[src/rtl/mem_port_arbiter.sv]
// Two-requester arbiter in front of one synchronous memory port: round-robin grants with a
// bounded hold, registered readys and a tag pipeline that routes read data back to its requester.
// Optional macro MEM_ARB_ERR_EN adds an address-range check with a sticky err flag.
module mem_port_arbiter #(
    parameter int N          = 32,
    parameter int HOLD_MAX   = 8,
    parameter int RD_LATENCY = 1,
    parameter int ADDR_LIMIT = 1024
) (
    input  logic         clk,
    input  logic         rst,

    input  logic         req0_valid,
    input  logic         req0_wr_ena,
    input  logic [N-1:0] req0_addr,
    input  logic [N-1:0] req0_wr_data,
    output logic         req0_ready,
    output logic         req0_rd_valid,
    output logic [N-1:0] req0_rd_data,

    input  logic         req1_valid,
    input  logic         req1_wr_ena,
    input  logic [N-1:0] req1_addr,
    input  logic [N-1:0] req1_wr_data,
    output logic         req1_ready,
    output logic         req1_rd_valid,
    output logic [N-1:0] req1_rd_data,

    output logic         mem_wr_ena,
    output logic [N-1:0] mem_addr,
    output logic [N-1:0] mem_wr_data,
    input  logic [N-1:0] mem_rd_data,

    output logic         err
);

    typedef enum logic [1:0] {
        IDLE   = 2'd0,
        GRANT0 = 2'd1,
        GRANT1 = 2'd2
    } state_t;

    typedef struct packed {
        logic valid;
        logic owner;
        logic zero;
    } tag_t;

    localparam int HW = (HOLD_MAX > 1) ? $clog2(HOLD_MAX) : 1;
    localparam logic [HW-1:0] HOLD_LAST = HW'(HOLD_MAX - 1);

    state_t        state_reg, state_next;
    logic          last_owner_reg, last_owner_next;
    logic [HW-1:0] hold_cnt_reg, hold_cnt_next;

    logic          granted;
    logic          owner;
    logic          owner_valid;
    logic          owner_wr_ena;
    logic [N-1:0]  owner_addr;
    logic [N-1:0]  owner_wr_data;
    logic          other_valid;
    logic          accept;
    logic          addr_bad;

    tag_t          tag_in;
    tag_t          tag_out;

    // Owner view of the current grant; everything downstream is muxed from here.
    assign granted       = (state_reg != IDLE);
    assign owner         = (state_reg == GRANT1);
    assign owner_valid   = granted && (owner ? req1_valid : req0_valid);
    assign owner_wr_ena  = owner ? req1_wr_ena : req0_wr_ena;
    assign owner_addr    = granted ? (owner ? req1_addr : req0_addr) : '0;
    assign owner_wr_data = granted ? (owner ? req1_wr_data : req0_wr_data) : '0;
    assign other_valid   = owner ? req0_valid : req1_valid;
    assign accept        = owner_valid;

    assign req0_ready = (state_reg == GRANT0);
    assign req1_ready = (state_reg == GRANT1);

`ifdef MEM_ARB_ERR_EN
    logic err_reg;

    assign addr_bad = (owner_addr >= N'(ADDR_LIMIT));
    assign err      = err_reg;

    always_ff @(posedge clk or posedge rst) begin
        if (rst) begin
            err_reg <= 1'b0;
        end else if (accept && addr_bad) begin
            err_reg <= 1'b1;
        end
    end
`else
    assign addr_bad = 1'b0;
    assign err      = 1'b0;
`endif

    assign mem_addr    = owner_addr;
    assign mem_wr_data = owner_wr_data;
    assign mem_wr_ena  = accept && owner_wr_ena && !addr_bad;

    always_ff @(posedge clk or posedge rst) begin
        if (rst) begin
            state_reg      <= IDLE;
            last_owner_reg <= 1'b1;
            hold_cnt_reg   <= '0;
        end else begin
            state_reg      <= state_next;
            last_owner_reg <= last_owner_next;
            hold_cnt_reg   <= hold_cnt_next;
        end
    end

    always_comb begin
        state_next      = state_reg;
        last_owner_next = last_owner_reg;
        hold_cnt_next   = hold_cnt_reg;
        case (state_reg)
            IDLE: begin
                hold_cnt_next = '0;
                if (req0_valid && req1_valid) begin
                    state_next = last_owner_reg ? GRANT0 : GRANT1;
                end else if (req0_valid) begin
                    state_next = GRANT0;
                end else if (req1_valid) begin
                    state_next = GRANT1;
                end
            end
            GRANT0, GRANT1: begin
                if (owner_valid) begin
                    // The hold limit only bites when the other side is actually waiting.
                    if (other_valid && (hold_cnt_reg == HOLD_LAST)) begin
                        state_next      = owner ? GRANT0 : GRANT1;
                        last_owner_next = owner;
                        hold_cnt_next   = '0;
                    end else if (hold_cnt_reg != HOLD_LAST) begin
                        hold_cnt_next = hold_cnt_reg + 1'b1;
                    end
                end else if (other_valid) begin
                    state_next      = owner ? GRANT0 : GRANT1;
                    last_owner_next = owner;
                    hold_cnt_next   = '0;
                end else begin
                    state_next      = IDLE;
                    last_owner_next = owner;
                    hold_cnt_next   = '0;
                end
            end
            default: begin
                state_next    = IDLE;
                hold_cnt_next = '0;
            end
        endcase
    end

    // Return tags ride alongside the memory latency, so they survive grant switches.
    assign tag_in = '{valid: accept && !owner_wr_ena, owner: owner, zero: addr_bad};

    genvar gi;
    generate
        for (gi = 0; gi < RD_LATENCY; gi++) begin : g_tag
            tag_t stage_in;
            tag_t stage_reg;
            if (gi == 0) begin : g_first
                assign stage_in = tag_in;
            end else begin : g_chain
                assign stage_in = g_tag[gi-1].stage_reg;
            end
            always_ff @(posedge clk or posedge rst) begin
                if (rst) begin
                    stage_reg <= '0;
                end else begin
                    stage_reg <= stage_in;
                end
            end
        end
    endgenerate

    assign tag_out = g_tag[RD_LATENCY-1].stage_reg;

    assign req0_rd_valid = tag_out.valid && !tag_out.owner;
    assign req1_rd_valid = tag_out.valid &&  tag_out.owner;
    assign req0_rd_data  = (req0_rd_valid && !tag_out.zero) ? mem_rd_data : '0;
    assign req1_rd_data  = (req1_rd_valid && !tag_out.zero) ? mem_rd_data : '0;

endmodule

[config.mk]
export PLATFORM = sky130hd
export DESIGN_NAME = mem_port_arbiter
export DESIGN_NICKNAME = d
export VERILOG_FILES = /design/src/rtl/mem_port_arbiter.sv
export SDC_FILE = /design/constraint.sdc
export NUM_CORES = 1
export LEC_CHECK = 0
export CAP_MARGIN = 20
export CELL_PAD_IN_SITES_DETAIL_PLACEMENT = 1
export CELL_PAD_IN_SITES_GLOBAL_PLACEMENT = 1
export CORE_UTILIZATION = 12
export CTS_CLUSTER_SIZE = 16
export DETAILED_ROUTE_END_ITERATION = 12
export GPL_TIMING_DRIVEN = 0
export PLACE_DENSITY = 0.9
export SLEW_MARGIN = 40
export SYNTH_ARGS = -nofsm -noshare
export SYNTH_HDL_FRONTEND = slang
export SYNTH_SLANG_ARGS = --single-unit
[constraint.sdc]
create_clock -name clk -period 2 [get_ports clk]
set_input_delay 0.5 -clock clk [delete_from_list [all_inputs] [get_ports clk]]
set_output_delay 0.5 -clock clk [all_outputs]
set_load 0.01 [all_outputs]
; ---- Word level (Yosys, flattened, before mapping)
; Cells that the tools add are included.
[word_totals]
reg_bits = 8
in_bits = 166
output_inout_bits = 134
wordCells = 52
[op_classes]
addsub = 1
n_eq_ne = 8
n_mux = 24
reduce_logical = 14
[op_table]
columns = cell, count
row1 = 32-bit two-way mux, 6
row2 = 2-bit two-way mux, 8
row3 = 3-bit two-way mux, 4
row4 = 4-bit != test (second input constant), 2
row5 = 1-bit logical AND, 7
row6 = 3-bit != test (second input constant), 2
row7 = 1-bit two-way mux, 5
row8 = 2-bit one-hot mux with 2 select lines, 1
row9 = 2-bit AND reduction, 2
row10 = 3-bit by 1-bit adder with 3-bit output (second input constant), 1
row11 = 3-bit == test (second input constant), 1
row12 = 2-bit by 1-bit == test with 1-bit output (second input constant), 1
row13 = 2-bit == test (second input constant), 1
row14 = 1-bit zero test, 2
row15 = 2-bit zero test, 1
row16 = 2-bit by 1-bit != test with 1-bit output (second input constant), 1
row17 = 2-bit nonzero test, 1
row18 = 2-bit OR reduction, 1

; ---- Logic depth before layout (Yosys ltp)
[depth]
ltp_word = 6
mapped_depth = 7
mapped_depth_nobuf = 6

; ---- Worst setup path before layout
; No wires, ideal clock.
[synth_timing]
path_kind = flip-flop to output port
from = reg state_reg[0]
to = out mem_addr[23]
arrival_time_ns = 1.582
t_required_ns = 1.500
setup_slack_ns = -0.082
path_stages_with_launch = 8
path_cell_list = dfrtp_1 -> inv_1 -> ha_1 -> clkbuf_2 -> buf_2 -> buf_4 -> mux2i_1 -> nor2_1
[synth_between]
elab_chain_len = 3
[synth_lines]
columns = element, line
row1 = from (decl), 52  ; state_t state_reg, state_next;
row2 = from (signal assigned), 110  ; state_reg <= state_next;
row3 = 2-bit == test, n/a
row4 = via req1_ready, 25  ; output logic req1_ready,
row5 = 32-bit two-way mux (2 in series), 74  ; assign owner_addr = granted ? (owner ? req1_addr : req0_addr) : '0;
row6 = to (decl), 30  ; output logic [N-1:0] mem_addr,
; The timed path passes the listed nets, and every way through them passes these cells.

; ---- Final worst setup path
[layout_timing]
from = reg state_reg[0]
to = out mem_wr_data[3]
[layout_between]
elab_chain_len = 3
[layout_lines]
columns = element, line
row1 = 2-bit == test, 71  ; assign owner = (state_reg == GRANT1);
row2 = 32-bit two-way mux, 75  ; assign owner_wr_data = granted ? (owner ? req1_wr_data : req0_wr_data) : '0;
row3 = 32-bit two-way mux (*), 75
row4 = to (decl), 31  ; output logic [N-1:0] mem_wr_data,
; Every way passes the cells marked *; elsewhere a longest branch is shown, timed or not.

==> results.py <==
metrics = {
    "outcome": {
        "status": "complete, but fails checks",
        "violations": "setup timing",
    },
    "clocking": {
        "cts.sinks": 8,
        "clkTransAtPathRegs_ns": 0.04,
        "clockRootBuffer": "clkbuf_16",
        "cts_max_level": 1,
        "cts_buffer_depth": 2,
        "hold_buffers": 0,
        "cts_buffers": 3,
        "clk_latency_ns": 0.24,
        "cts_tree": "built",
    },
    "flow_run": {
        "max_cap_violations": 0,
    },
    "cells_and_area": {
        "drive_gt1_share_pct": 34.9,
        "diodes": 0,
        "largest_reg_flops": 3,
        "final_cells": 829,
        "area_delta_synth_final_pct": 201,
        "nNetsFinal": 787,
    },
    "worst_setup_path": {
        "path_class": "reg -> out",
        "cp-end-kind": "primary output",
        "reg2reg_from": "state_reg[0]$_DFFE_PP0P_",
        "critPathRequiredTime_ns": 1.50,
        "ff2ff_setup_slack_ns": 0.03,
        "critPathLaunchType": "flip-flop",
        "r2r_cells": 9,
        "critPathMaxFanout": 6,
        "r2r_end": "state_reg[1]$_DFFE_PP0P_",
        "cp.arrival_ns": 1.73,
    },
    "floorplan": {
        "dieArea_sq_um": 16800,
        "die_x_microns": 130,
        "rows": 46,
        "start_util_pct": 12.3,
        "io-pin-count": 300,
        "die_h_microns": 130,
        "core_area_sq_um": 15900,
    },
    "detailed_routing": {
        "viasPerCell": 4.01,
        "maxUsedRoutingLayer": "met4",
        "met1Wirelength_mm": 5.02,
        "wirelength_mm": 14.1,
        "wl_met2_mm": 7.72,
        "detail-route-antenna-nets": 0,
        "initialDrtViolationCount": 29,
        "drt-wirelength-per-cell_microns": 17.0,
        "drc": 0,
        "route.vias.total": 3322,
        "wl_met3_mm": 1.29,
        "firstDrtPassIters": 4,
    },
    "placed_design": {
        "dp.cells": 787,
        "io_buffers": 298,
        "place_hpwl_mm": 11.0,
        "place_congestion": 0.733,
        "dp_slack_ns": -1.13,
    },
    "synth": {
        "synth.distinct_cells": 28,
        "yosysWarningCount": 0,
        "syn_area_sq_um": 1950,
        "synth_area_leaders": "mux2i_1, nor2_1, and2_1",
        "ys_ff_latch": 8,
        "synth_top_cell_by_area": "mux2i_1",
        "synthesis.nets": 446,
        "synth_top_area_share_pct": 34.3,
        "avgSynthCellArea_sq_um": 7.15,
        "syn_inst": 273,
        "synth_seq_area_share_pct": 10.3,
    },
    "global_route": {
        "grt_pass1_vias": 3434,
        "grt_usage_pct": 15.3,
        "antenna_found_initial": 0,
        "overflow": 0,
        "grt_max_degree": 11,
        "grt_pass1_wl_mm": 19.7,
    },
    "timing": {
        "fin_crit_ns": 2.23,
        "rsz0062_at_grt": "true",
        "finalSetupTns_ns": -10.03,
        "layout_setup_ws_ns": -0.226,
        "drv_slew": 0,
        "clock_skew_ns": 0.000313,
        "holdWs_ns": 0.514,
        "period_share_pct": 111,
        "hold_viol": 0,
        "finalSetupViolations": 85,
        "fmax_mhz": 449,
    },
    "power_and_ir_drop": {
        "p_leak_nw": 2.92,
        "ir_drop_mv": 0.524,
        "power_density_nw_per_um2": 1140,
    },
    "min_path": {
        "hold_class": "in -> async",
    },
}
==> report_power, final <==
| part | switching (W) | internal, W | leakage [nW] |
|---|---|---|---|
| Clock | 0.0000900 | 0.000267 | 0.0382 |
| Sequential | 0.0000676 | 0.000232 | 0.0991 |
| Combinational | 0.00265 | 0.00338 | 2.78 |
==> what timing repair did <==
item | CTS | global route
endpoints found under the setup margin | 135 | 110
pin swaps | 27 | 19
gates cloned | 9 | 0
setup buffers | 32 | 6
gates resized for setup | 553 | 64
==> per-stage QoR <==
step / power [W] / utilization (%) / area (sq um)
6_report: 0.00669 / 37.1 / 5890
5_1_grt: 0.00715 / 37.1 / 5890
4_1_cts: 0.00662 / 36.1 / 5740
3_5_place_dp: 0.00505 / 32.8 / 5210
3_3_place_gp: 0.00498 / 32.8 / 5210
2_1_floorplan: 0.00258 / - / 1960
==> cells in the mapped netlist (all sizes together) <==
master,number
o21a,1
ha,7
nor2,69
dfrtp,7
and3,32
nand2b,2
mux2,4
a21boi,1
nor2b,1
clkbuf,17
dfstp,1
inv,7
nor3,1
xor2,1
buf,8
a21oi,3
nand2,3
a32oi,1
o32ai,2
and2,34
mux2i,67
o21ai,2
nand3,1
conb,1
==> cell usage in the layout, fill, tap and decap left out, types with 9 or more instances in the layout <==
cell type,instances
buf_6,37
buf_2,71
clkdlybuf4s15_1,9
dlygate4sd2_1,27
mux2i_1,57
and3_1,32
and2_4,25
and2_1,9
buf_12,9
buf_4,21
clkdlybuf4s50_1,165
nor2_1,68
==> cell families (layout without fill, tap and decap cells) <==
| family | after synthesis | count (layout) | synth area share (%) |
|---|---|---|---|
| buffers and inverters | 32 | 372 | 7.37 |
| XOR/XNOR | 1 | 1 | 0.449 |
| other | 1 | 1 | 0.192 |
| adder cells (fa/ha/maj) | 7 | 7 | 4.48 |
| flip-flops | 8 | 8 | 10.3 |
| multiplexers | 71 | 71 | 36.8 |
| AO/OA/AOI/OAI | 10 | 10 | 3.78 |
| AND/OR/NAND/NOR | 143 | 143 | 36.6 |
==> per-layer routing <==
metal	vias up	track usage, %
li1	1598	-
met1	1524	15.2
met2	193	31.5
met3	7	4.29
met4	0	2.39
met5	-	0
==> worst max path at each step <==
stage | endpoint | slack [ns] | start | cells past startpoint
6_report | mem_wr_data[3] | -0.23 | state_reg[0]$_DFFE_PP0P_ | 8
5_1_grt | mem_wr_data[2] | -0.28 | state_reg[0]$_DFFE_PP0P_ | 8
4_1_cts | mem_wr_data[4] | -0.26 | state_reg[1]$_DFFE_PP0P_ | 8
3_5_place_dp | mem_addr[20] | -1.13 | state_reg[1]$_DFFE_PP0P_ | 6
3_3_place_gp | mem_wr_data[29] | -1.10 | state_reg[0]$_DFFE_PP0P_ | 6
2_1_floorplan | mem_wr_data[10] | -0.02 | state_reg[0]$_DFFE_PP0P_ | 7
==> area by class of cell <==
cell class / count / area (sq um)
Buffer: 23 / 367
Clock buffer: 4 / 78.8
Fill cell: 1865 / 10000
Inverter: 7 / 26.3
Multi-Input combinational cell: 233 / 1830
Sequential cell: 8 / 205
Tap cell: 216 / 270
Timing Repair Buffer: 338 / 3110
==> worst max-delay path, cell delays in order (launching register included) <==
cell	delay (ns)
dfrtp_1	0.38
inv_2	0.09
ha_4	0.15
clkbuf_16	0.15
buf_16	0.15
buf_12	0.14
mux2i_2	0.24
nor2_1	0.06
buf_2	0.13
No activity file was read; power rests on OpenSTA's default activity.
